<file path="src/rtl/counter_sequencer.sv">
// counter_sequencer: command-driven controller for a WIDTH-bit up/down counter.
// Accepts LOAD / UP / DOWN / HOLD commands and drives the counter's enable,
// load, direction and data pins. It reports completion, the final count and
// the wrap and abort status of the command that just finished.
// Optional feature macro: CNTSEQ_SATURATE_EN. When it is defined, a step that
// would wrap is suppressed and the command ends at the bound.
//
// Handshake: a command transfers on a rising edge where cmd_valid & cmd_ready.
// cmd_ready is high only in IDLE. cmd_op/cmd_arg are sampled once on that
// edge and ignored afterwards.
module counter_sequencer #(
  parameter int WIDTH  = 4,
  parameter int STEP_W = 8
) (
  input  logic              clk,
  input  logic              rst,
  input  logic              cmd_valid,
  output logic              cmd_ready,
  input  logic [1:0]        cmd_op,
  input  logic [STEP_W-1:0] cmd_arg,
  input  logic              abort,
  output logic              cnt_enable,
  output logic              cnt_load,
  output logic              cnt_up_down_n,
  output logic [WIDTH-1:0]  cnt_data,
  input  logic [WIDTH-1:0]  cnt_value,
  output logic              done,
  output logic [WIDTH-1:0]  result,
  output logic              wrapped,
  output logic              aborted,
  output logic [2:0]        dbg_state
);

  localparam logic [1:0] OP_LOAD = 2'b00;
  localparam logic [1:0] OP_UP   = 2'b01;
  localparam logic [1:0] OP_HOLD = 2'b11;

  typedef enum logic [2:0] {
    S_IDLE = 3'd0,
    S_LOAD = 3'd1,
    S_RUN  = 3'd2,
    S_HOLD = 3'd3,
    S_DONE = 3'd4
  } state_t;

  state_t              state_q, state_d;
  logic [WIDTH-1:0]    data_q;
  logic                dir_q;
  logic [STEP_W-1:0]   rem_q;
  logic [WIDTH-1:0]    result_q;
  logic                wrapped_q;
  logic                aborted_q;

  logic accept;
  logic at_bound;
  logic step_req;
  logic wrap_hit;
  logic step_issue;
  logic sat_stop;

  assign accept   = cmd_valid && (state_q == S_IDLE);
  // The next step in the latched direction would cross the wrap boundary.
  assign at_bound = dir_q ? (cnt_value == {WIDTH{1'b1}}) : (cnt_value == '0);
  // A step is wanted on every RUN cycle that abort does not cancel.
  assign step_req = (state_q == S_RUN) && !abort;
  assign wrap_hit = step_req && at_bound;

`ifdef CNTSEQ_SATURATE_EN
  // Saturating build: the wrapping step is withheld and the command stops.
  assign step_issue = step_req && !at_bound;
  assign sat_stop   = wrap_hit;
`else
  // Wrapping build: every requested step goes out and the counter wraps.
  assign step_issue = step_req;
  assign sat_stop   = 1'b0;
`endif

  // Next-state and Moore-decoded counter controls (abort gates the RUN enable).
  always_comb begin
    state_d       = state_q;
    cmd_ready     = 1'b0;
    cnt_enable    = 1'b0;
    cnt_load      = 1'b0;
    cnt_up_down_n = 1'b0;
    cnt_data      = '0;
    done          = 1'b0;
    case (state_q)
      S_IDLE: begin
        cmd_ready = 1'b1;
        if (cmd_valid) begin
          if (cmd_op == OP_LOAD)      state_d = S_LOAD;
          else if (cmd_arg == '0)     state_d = S_DONE;
          else if (cmd_op == OP_HOLD) state_d = S_HOLD;
          else                        state_d = S_RUN;
        end
      end
      S_LOAD: begin
        cnt_enable = 1'b1;
        cnt_load   = 1'b1;
        cnt_data   = data_q;
        state_d    = S_DONE;
      end
      S_RUN: begin
        cnt_enable    = step_issue;
        cnt_up_down_n = dir_q;
        if ((rem_q == STEP_W'(1)) || abort || sat_stop) state_d = S_DONE;
      end
      S_HOLD: begin
        if ((rem_q == STEP_W'(1)) || abort) state_d = S_DONE;
      end
      S_DONE: begin
        done    = 1'b1;
        state_d = S_IDLE;
      end
      default: state_d = S_IDLE;
    endcase
  end

  // State register, command latch, step counter and status flags.
  always_ff @(posedge clk) begin
    if (rst) begin
      state_q   <= S_IDLE;
      data_q    <= '0;
      dir_q     <= 1'b0;
      rem_q     <= '0;
      result_q  <= '0;
      wrapped_q <= 1'b0;
      aborted_q <= 1'b0;
    end else begin
      state_q <= state_d;
      if (accept) begin
        data_q    <= cmd_arg[WIDTH-1:0];
        dir_q     <= (cmd_op == OP_UP);
        rem_q     <= cmd_arg;
        wrapped_q <= 1'b0;
        aborted_q <= 1'b0;
      end
      if ((state_q == S_RUN) || (state_q == S_HOLD)) begin
        rem_q <= rem_q - STEP_W'(1);
        if (abort) aborted_q <= 1'b1;
      end
      if (wrap_hit) wrapped_q <= 1'b1;
      if (state_q == S_DONE) result_q <= cnt_value;
    end
  end

  assign result    = result_q;
  assign wrapped   = wrapped_q;
  assign aborted   = aborted_q;
  assign dbg_state = state_q;

endmodule

</file>
<file path="config.mk">
export PLATFORM = sky130hd
export DESIGN_NAME = counter_sequencer
export DESIGN_NICKNAME = d
export VERILOG_FILES = /design/src/rtl/counter_sequencer.sv
export SDC_FILE = /design/constraint.sdc
export NUM_CORES = 1
export LEC_CHECK = 0
export ABC_AREA = 0
export CAP_MARGIN = 25
export CORE_MARGIN = 3
export CORE_UTILIZATION = 45
export CTS_CLUSTER_DIAMETER = 60
export DETAILED_ROUTE_END_ITERATION = 6
export GPL_TIMING_DRIVEN = 1
export PLACE_DENSITY = 0.9
export RECOVER_POWER = 50
export SYNTH_ARGS = -nofsm -noshare
export SYNTH_HDL_FRONTEND = slang
export SYNTH_SLANG_ARGS = --single-unit
</file>
<file path="constraint.sdc">
create_clock -name clk -period 2.1 [get_ports clk]
set_clock_uncertainty 0.2 [all_clocks]
set_input_delay 0.63 -clock clk [delete_from_list [all_inputs] [get_ports clk]]
set_output_delay 0.63 -clock clk [all_outputs]
set_load 0.1 [all_outputs]
</file>
== Word-level counts from Yosys, hierarchy flattened ==
Cells that the tools add are included.

* Add/subtract/negate cells: 1
* Equality and inequality tests: 10
* Mux-type cells: 20
* Reductions and logical operators: 14

{| class="wikitable"
|+ Operator list
! cell !! count
|-
| $mux 8 || 2
|-
| $mux 3 || 4
|-
| $mux 1 || 11
|-
| $pmux 3 s3 || 1
|-
| $eq 8x1->1 const B || 1
|-
| $logic_not 8->1 || 1
|-
| $sub 8x1->8 const B || 1
|-
| $eq 3x2->1 const B || 2
|-
| $eq 4x4->1 const B || 1
|-
| $logic_not 4->1 || 1
|-
| $mux 4 || 1
|-
| $reduce_bool 2->1 || 2
|-
| $eq 3x1->1 const B || 1
|-
| $eq 3x3->1 const B || 1
|-
| $logic_and 1x1->1 || 3
|-
| $logic_not 3->1 || 1
|-
| $eq 2x1->1 const B || 1
|-
| $eq 2x2->1 const B || 1
|-
| $logic_not 2->1 || 1
|-
| $logic_or 1x1->1 || 2
|-
| $ne 2x1->1 const B || 1
|-
| $ne 2x2->1 const B || 1
|-
| $pmux 1 s2 || 1
|-
| $reduce_and 2->1 || 1
|-
| 2 further kinds || 2
|}

* Flip-flop bits (word level): 22
* Output and inout port bits: 18
* Logic and storage cells: 52

== Depth between registers and ports, before layout ==
Gate-level depths: netlist of the first run.

* Depth in word-level cells: 6
* Gate-level depth with buffers: 6
* Mapped depth without buffers: 6

== Least setup slack after synthesis of the first run ==
OpenSTA, ideal clock, no wires.

* Path type: register -> output
* From: register state_q[0], in the netlist dbg_state[0]
* To: output cnt_data[0]
* Arrival: 4.508 ns
* Data required time: 1.270 ns
* Slack: -3.238 ns
* Cell stages (with the launch flop): 3
* Cells stage by stage: dfxtp_1 -> nor3b_1 -> and2_1

* Word-level cells in the longest chain between the ends: 2

{| class="wikitable"
|+ RTL lines
! element !! RTL line !! source
|-
| start, declared || 46 || <nowiki>state_t state_q, state_d;</nowiki>
|-
| start signal, assigned || 130 || <nowiki>state_q <= state_d;</nowiki>
|-
| $eq 3x1->1 || 87 || <nowiki>case (state_q)</nowiki>
|-
| $mux 4 || 87 ||
|-
| end, declared || 25 || <nowiki>output logic [WIDTH-1:0] cnt_data,</nowiki>
|}

No other way between the ends.

== Worst setup path in the final report of the first run ==
* From: input abort
* To: output cnt_enable

* Word-level cells in the longest chain between the ends: 3

{| class="wikitable"
|+ RTL lines
! element !! RTL line !! source
|-
| start, declared || 21 || <nowiki>input logic abort,</nowiki>
|-
| $logic_not 1->1 || 65 || <nowiki>assign step_req = (state_q == S_RUN) && !abort;</nowiki>
|-
| $logic_and 1x1->1 || 65 ||
|-
| $pmux 1 s2 || 87 ||
|-
| end, declared || 22 || <nowiki>output logic cnt_enable,</nowiki>
|}

No other way between the ends.

==> results of run 1 <==
synthesized netlist by cell type (all sizes together):
cell type,count,area share (%)
a31oi,2,1.1
nand2,12,4.0
a211oi,1,0.67
nand4,1,0.56
a21oi,10,4.4
nand3,1,0.44
or2,3,1.7
inv,4,1.3
a22oi,3,2.0
o21a,1,0.67
clkbuf,3,1.0
o311ai,2,1.6
nor3,5,2.2
o21ai,5,2.2
mux2i,5,4.4
or4b,1,1.2
or4,1,0.67
ha,2,2.2
a311oi,1,0.78
a221oi,2,1.6
and2,4,2.2
and3b,1,0.78
nand3b,3,2.0
a41oi,1,0.78
nor2,16,5.5
nor4,6,3.9
a21boi,1,0.67
buf,3,2.4
and4,1,0.78
nor2b,3,1.7
a32oi,2,1.6
dfxtp,22,39
nor4b,1,1.3
nor3b,3,2.0
nand2b,1,0.56
layout by cell type, fill, tap and decap left out, types with 4 or more instances in the layout:
cell,instances
clkdlybuf4s50_1,14
buf_12,13
buf_4,22
inv_1,4
nor4_1,5
mux2i_1,5
a21oi_1,10
and2_4,4
nor2_1,14
buf_2,5
nand2_1,12
dfxtp_1,19
per-layer routing:
layer	GRT usage, %	share of wire [%]
met4	11.9	4.0
met5	0	0
met1	28.2	35
met2	46.7	52
met3	5.80	9.9
worst reg2reg max path, stage by stage (launching register included):
cell	delay, ns
dfxtp_4	0.38
buf_4	0.17
nor4b_1	0.34
clkbuf_1	0.45
buf_4	0.22
a22oi_1	0.09
a21oi_1	0.15
cell type report:
type / count / area (sq um)
multi-input combinational: 102 / 711
timing repair buffer: 61 / 652
sequential: 22 / 452
fill: 131 / 407
tap: 28 / 35.0
clock buffer: 4 / 26.3
inverter: 4 / 15.0
sequential cells by signal, indices dropped and copies added, names as in the netlist:
register   count
wrapped        1
result         4
dir_q          1
dbg_state      3
data_q         4
aborted        1
rem_q          8
where the power goes:
group / switching, W / internal [W]
Sequential: 0.0000536 / 0.000465
Combinational: 0.000416 / 0.000273
Clock: 0.000139 / 0.0000746
Total: 0.000609 / 0.000812
cells by family after synthesis:
logic type	after synthesis	synth area share, %
buffers and inverters	10	4.77
AOI/OAI and AO/OA	31	18.0
muxes	5	4.44
DFF	22	39.1
and+or+nand+nor	63	31.5
adders and majority gates	2	2.22
worst max-delay path by stage:
stage | from | endpoint | slack [ns] | cells past startpoint
2_1_floorplan | dbg_state[0]$_SDFFE_PP0P_ | cnt_data[0] | -0.80 | 2
3_3_place_gp | abort | cnt_enable | -0.39 | 4
3_5_place_dp | abort | cnt_enable | -0.39 | 4
4_1_cts | dbg_state[1]$_SDFFE_PP0P_ | cnt_data[2] | -0.16 | 3
5_1_grt | dbg_state[0]$_SDFFE_PP0P_ | cnt_enable | -0.17 | 4
6_report | abort | cnt_enable | -0.13 | 4
per-stage QoR:
stage	setup slack, ns	area, sq um	instances
after floorplan	-0.805	1190	133
after global placement	-0.385	1860	208
after detailed placement	-0.389	1860	208
after CTS	-0.165	1920	217
after global routing	-0.173	1890	221
final	-0.128	1890	221
repair_timing:
item	in CTS	in global routing
gates resized for setup	2	8
pin swaps	6	5
hold buffers	0	0
setup endpoints to repair	9	12
setup buffers	5	3
cloned	0	1
==> metrics.md, run 1 <==
| Metric | Value |
|---|---|
| Syn avg cell area | 8.48 sq um |
| Pin count of the biggest net entering global routing | 14 |
| WL/cell | 19.2 microns |
| Nets | 214 |
| Clock buffer count from CTS | 3 |
| Diodes inserted | 0 |
| Post-synthesis sequential area ratio | 39.1% |
| Clock transition at the registers of the reported paths | 0.12 ns |
| Clock Path Buffers | 2 |
| Period Utilization, post-route | 106% |
| Fmax | 449 MHz |
| Reg2reg path depth | 6 |
| Hold Violations, Final | 0 |
| Initial DRC Count | 79 |
| Status | finished, violations left |
| Initial antenna violation count | 0 |
| Cells after Synth | 133 |
| Die Footprint | 0.00314 sq mm |
| Initial core utilization | 49.1% |
| Final Util | 82.3% |
| Synth cell types | 38 |
| CP max FO | 2 |
| IO Count | 36 |
| ANT nets after route | 0 |
| Leak | 0.743 nW |
| Pwr dens | 751 mW/mm^2 |
| Violated checks | setup timing |
| Chip height | 56.1 microns |
| R2R setup slack | 0.04 ns |
| All-Layer GR Usage | 25.8% |
| Fraction of layout cells with a size suffix above 1 | 33.7% |
| Hold Path Sink | data_q[1]$_SDFFE_PP0P_ |
| CP cell instances | dlygate4sd2_1 -> nor3_4 -> or2_4 -> buf_12 |
| Top delay family on crit path | buffers and inverters |
| PortBufs | 35 |
| Hold path startpoint | data_q[1]$_SDFFE_PP0P_ |
| Synth Register Bits | 22 |
| WP buf/inv | 2 |
| Max Cap Viol | 0 |
| Root Driver | clkbuf_4 |
| Tightest Pin Transition | 0.556 ns |
| Worst Hold Depth | 2 |
| Die width | 56.1 microns |
| PnR Total Power | 0.00142 W |
| Hpwl dp | 2880 microns |
| Critical Path Sink Type | primary output |
| YS warnings | 0 |
| Worst hold slack | 0.272 ns |
| RSZ-0062 raised after global routing | yes |
| Slowest stage cell, crit path | dlygate4sd2_1 |
| Total Wirelength | 4250 microns |
| Relative slew slack | 62.9% |
| Via count of the routed design | 1,368 |
| # setup viols final | 9 |
| CTS tree | built |
| CP Launch Type | primary input |
| Worst vdd ir | 0.629 mV |
| H-tree Lvls | 1 |
| Rows | 17 |
| Setup TNS | -0.670 ns |
| Grt ovf | 0 |
| Vias per inst | 6.19 |
| Synthesized net count | 153 |
| Max stage delay on crit path | 0.27 ns |
| Crit path kind | in2out |
| Final Critical Period | 2.23 ns |
| Tightest Hold Check Type | reg2reg |
| Worst flop-to-flop path startpoint | dbg_state[0]$_SDFFE_PP0P_ |
| Placer Congestion | 0.859 |
| Synth-to-layout area growth | 67.7% |
| Final Max Slew Viols | 0 |
| Skew-Pair Late Insertion Delay | 0.32 ns |
| Pre-antenna DRT Iters | 4 |
| Synthesized area | 0.00113 sq mm |
| Placeable Area | 0.00230 sq mm |
| Arrival @ worst endpoint | 1.40 ns |
| Vias in the first global route | 1,384 |
| R2r endpoint | rem_q[7]$_SDFFE_PP0P_ |
| Worst path required time | 1.27 ns |
| DRC | 0 |
| Post-route setup slack | -0.128 ns |
| First-pass GRT wire length | 6390 microns |
| Clock tree sinks | 22 |
Power figures use the tool's default switching activity.
==> run 2: changes to the inputs <==
==> constraint.sdc (replaced) <==
create_clock -name clk -period 2.2 [get_ports clk]
set_clock_uncertainty 0.2 [all_clocks]
set_input_delay 0.66 -clock clk [delete_from_list [all_inputs] [get_ports clk]]
set_output_delay 0.66 -clock clk [all_outputs]
set_load 0.1 [all_outputs]
==> run 2 against run 1 <==
  * The run still ends with setup timing left
  * Combinational power down 7.1%
  * First-iteration DRC count down 15%
  * Via count down 4.3%
  * Sequential share of layout area up 0.19 points
  * Final area down 0.79%
  * Worst hold slack better by 0.0098 ns
  * Critical path type unchanged
  * Largest cell class unchanged
  * Largest power group unchanged
==> metrics.md, run 2 (synthesis results as in run 1) <==
| Metric | Value |
|---|---|
| Worst vdd ir | 0.542 mV |
| Crit path kind | in2out |
| Nets | 212 |
| Hold path startpoint | data_q[3]$_SDFFE_PP0P_ |
| ANT nets after route | 0 |
| Critical Path Sink Type | primary output |
| First-pass GRT wire length | 6500 microns |
| Post-route setup slack | -0.0511 ns |
| Reg2reg path depth | 6 |
| Total Wirelength | 3970 microns |
| Clock Path Buffers | 2 |
| IO Count | 36 |
| Final Max Slew Viols | 0 |
| Die Footprint | 0.00314 sq mm |
| DRC | 0 |
| Clock tree sinks | 22 |
| # setup viols final | 5 |
| Worst flop-to-flop path startpoint | rem_q[1]$_SDFFE_PP0P_ |
| RSZ-0062 raised after global routing | yes |
| CP Launch Type | primary input |
| Period Utilization, post-route | 102% |
| Fraction of layout cells with a size suffix above 1 | 34.6% |
| Final Critical Period | 2.25 ns |
| Die width | 56.1 microns |
| CTS tree | built |
| Hold Violations, Final | 0 |
| Tightest Hold Check Type | reg2reg |
| Worst Hold Depth | 2 |
| Tightest Pin Transition | 0.605 ns |
| Fin area | 0.00188 sq mm |
| Placeable Area | 0.00230 sq mm |
| Pin count of the biggest net entering global routing | 15 |
| Vias in the first global route | 1,404 |
| Clock transition at the registers of the reported paths | 0.12 ns |
| Violated checks | setup timing |
| Vias per inst | 5.98 |
| Leak | 0.730 nW |
| Most common cell after layout, fill and taps aside | buf_4 |
| DP Worst Slack | -0.400 ns |
| R2R setup slack | 0.20 ns |
| Via count of the routed design | 1,309 |
| Synth-to-layout area growth | 66.4% |
| Initial core utilization | 49.1% |
| Most flops, register | rem_q |
| Worst path required time | 1.34 ns |
| Clock buffer count from CTS | 3 |
| Most frequent cells in the layout | buf_4 (22), dfxtp_1 (19), clkdlybuf4s50_1 (15) |
| Root Driver | clkbuf_4 |
| Diodes inserted | 0 |
| Arrival @ worst endpoint | 1.39 ns |
| PortBufs | 35 |
| # hold bufs at CTS | 0 |
| R2r endpoint | dbg_state[0]$_SDFFE_PP0P_ |
| Placed Area | 0.00182 sq mm |
| WL/cell | 18.1 microns |
| Pre-antenna DRT Iters | 4 |
| All-Layer GR Usage | 26.1% |
| Fmax | 444 MHz |
| Placer Congestion | 0.869 |
| Hpwl dp | 2710 microns |
| H-tree Lvls | 1 |
| Hold Path Sink | data_q[3]$_SDFFE_PP0P_ |
| Initial antenna violation count | 0 |
| Max Cap Viol | 0 |
| Pwr dens | 726 mW/mm^2 |
| Skew-Pair Late Insertion Delay | 0.31 ns |
| Rows | 17 |
| Number of flip-flops in the largest register | 8 |
| Filler cells | 141 |
| Grt ovf | 0 |
| Initial DRC Count | 67 |
| Status | finished, violations left |
| Chip height | 56.1 microns |
| Relative slew slack | 59.4% |
| PnR Total Power | 0.00136 W |
| CP max FO | 2 |
[run 2: cell count changes in the layout (fill, tap and decap cells not counted), sizes merged]
cell / previous run / this run
buf: 42 / 36
clkbuf: 6 / 11
clkdlybuf4s50: 14 / 15
dlymetal6s2s: 1 / 0
or4b: 2 / 1
[run 2: report_power, final]
part / leakage (nW) / switching (W) / internal [W]
Sequential: 0.182 / 0.0000544 / 0.000444
Combinational: 0.527 / 0.000387 / 0.000253
Clock: 0.0210 / 0.000122 / 0.000101
Total: 0.730 / 0.000563 / 0.000798
[run 2: final cells by class]
cell class,instances,area (sq um),share of cell area (%)
timing repair buffer,60,631,33.6
inverter,4,15.0,0.801
tap,28,35.0,1.87
clock buffer,4,36.3,1.93
sequential,22,452,24.1
multi-input combinational,101,707,37.7
[run 2: layer usage]
metal	routed length [microns]	global-route usage [%]	vias to the layer above	share of wire, %
li1	-	-	614	-
met1	1540	29.7	620	39
met2	2060	46.6	61	52
met3	234	3.25	14	5.9
met4	136	14.2	0	3.4
met5	0	0	-	0
[run 2: worst max-delay path by stage]
| stage | endpoint | startpoint | slack, ns |
|---|---|---|---|
| 2_1_floorplan | cnt_data[0] | dbg_state[0]$_SDFFE_PP0P_ | -0.73 |
| 3_3_place_gp | cnt_enable | abort | -0.34 |
| 3_5_place_dp | cnt_enable | abort | -0.40 |
| 4_1_cts | cnt_enable | dbg_state[2]$_SDFFE_PP0P_ | -0.07 |
| 5_1_grt | cnt_enable | dbg_state[2]$_SDFFE_PP0P_ | -0.09 |
| 6_report | cnt_enable | abort | -0.05 |
[run 2: worst max-delay path, stage by stage]
cell and delay (ns):
dlygate4sd2_1 0.27, nor3_4 0.05, or2_4 0.24, buf_12 0.17
[run 2: through the flow]
step	util [%]	std cells	TNS (ns)	hold slack [ns]
3_5_place_dp	79.1	203	-1.58	0.267
3_3_place_gp	79.1	203	-0.953	0.247
2_1_floorplan	-	133	-4.25	0.237
4_1_cts	84.0	215	-0.148	0.286
5_1_grt	81.6	219	-0.432	0.301
6_report	81.6	219	-0.106	0.282
[run 2: what timing repair did]
item / CTS / global route
pin swaps: 3 / 1
setup endpoints to repair: 9 / 10
gates resized for setup: 5 / 2
setup buffers: 8 / 4
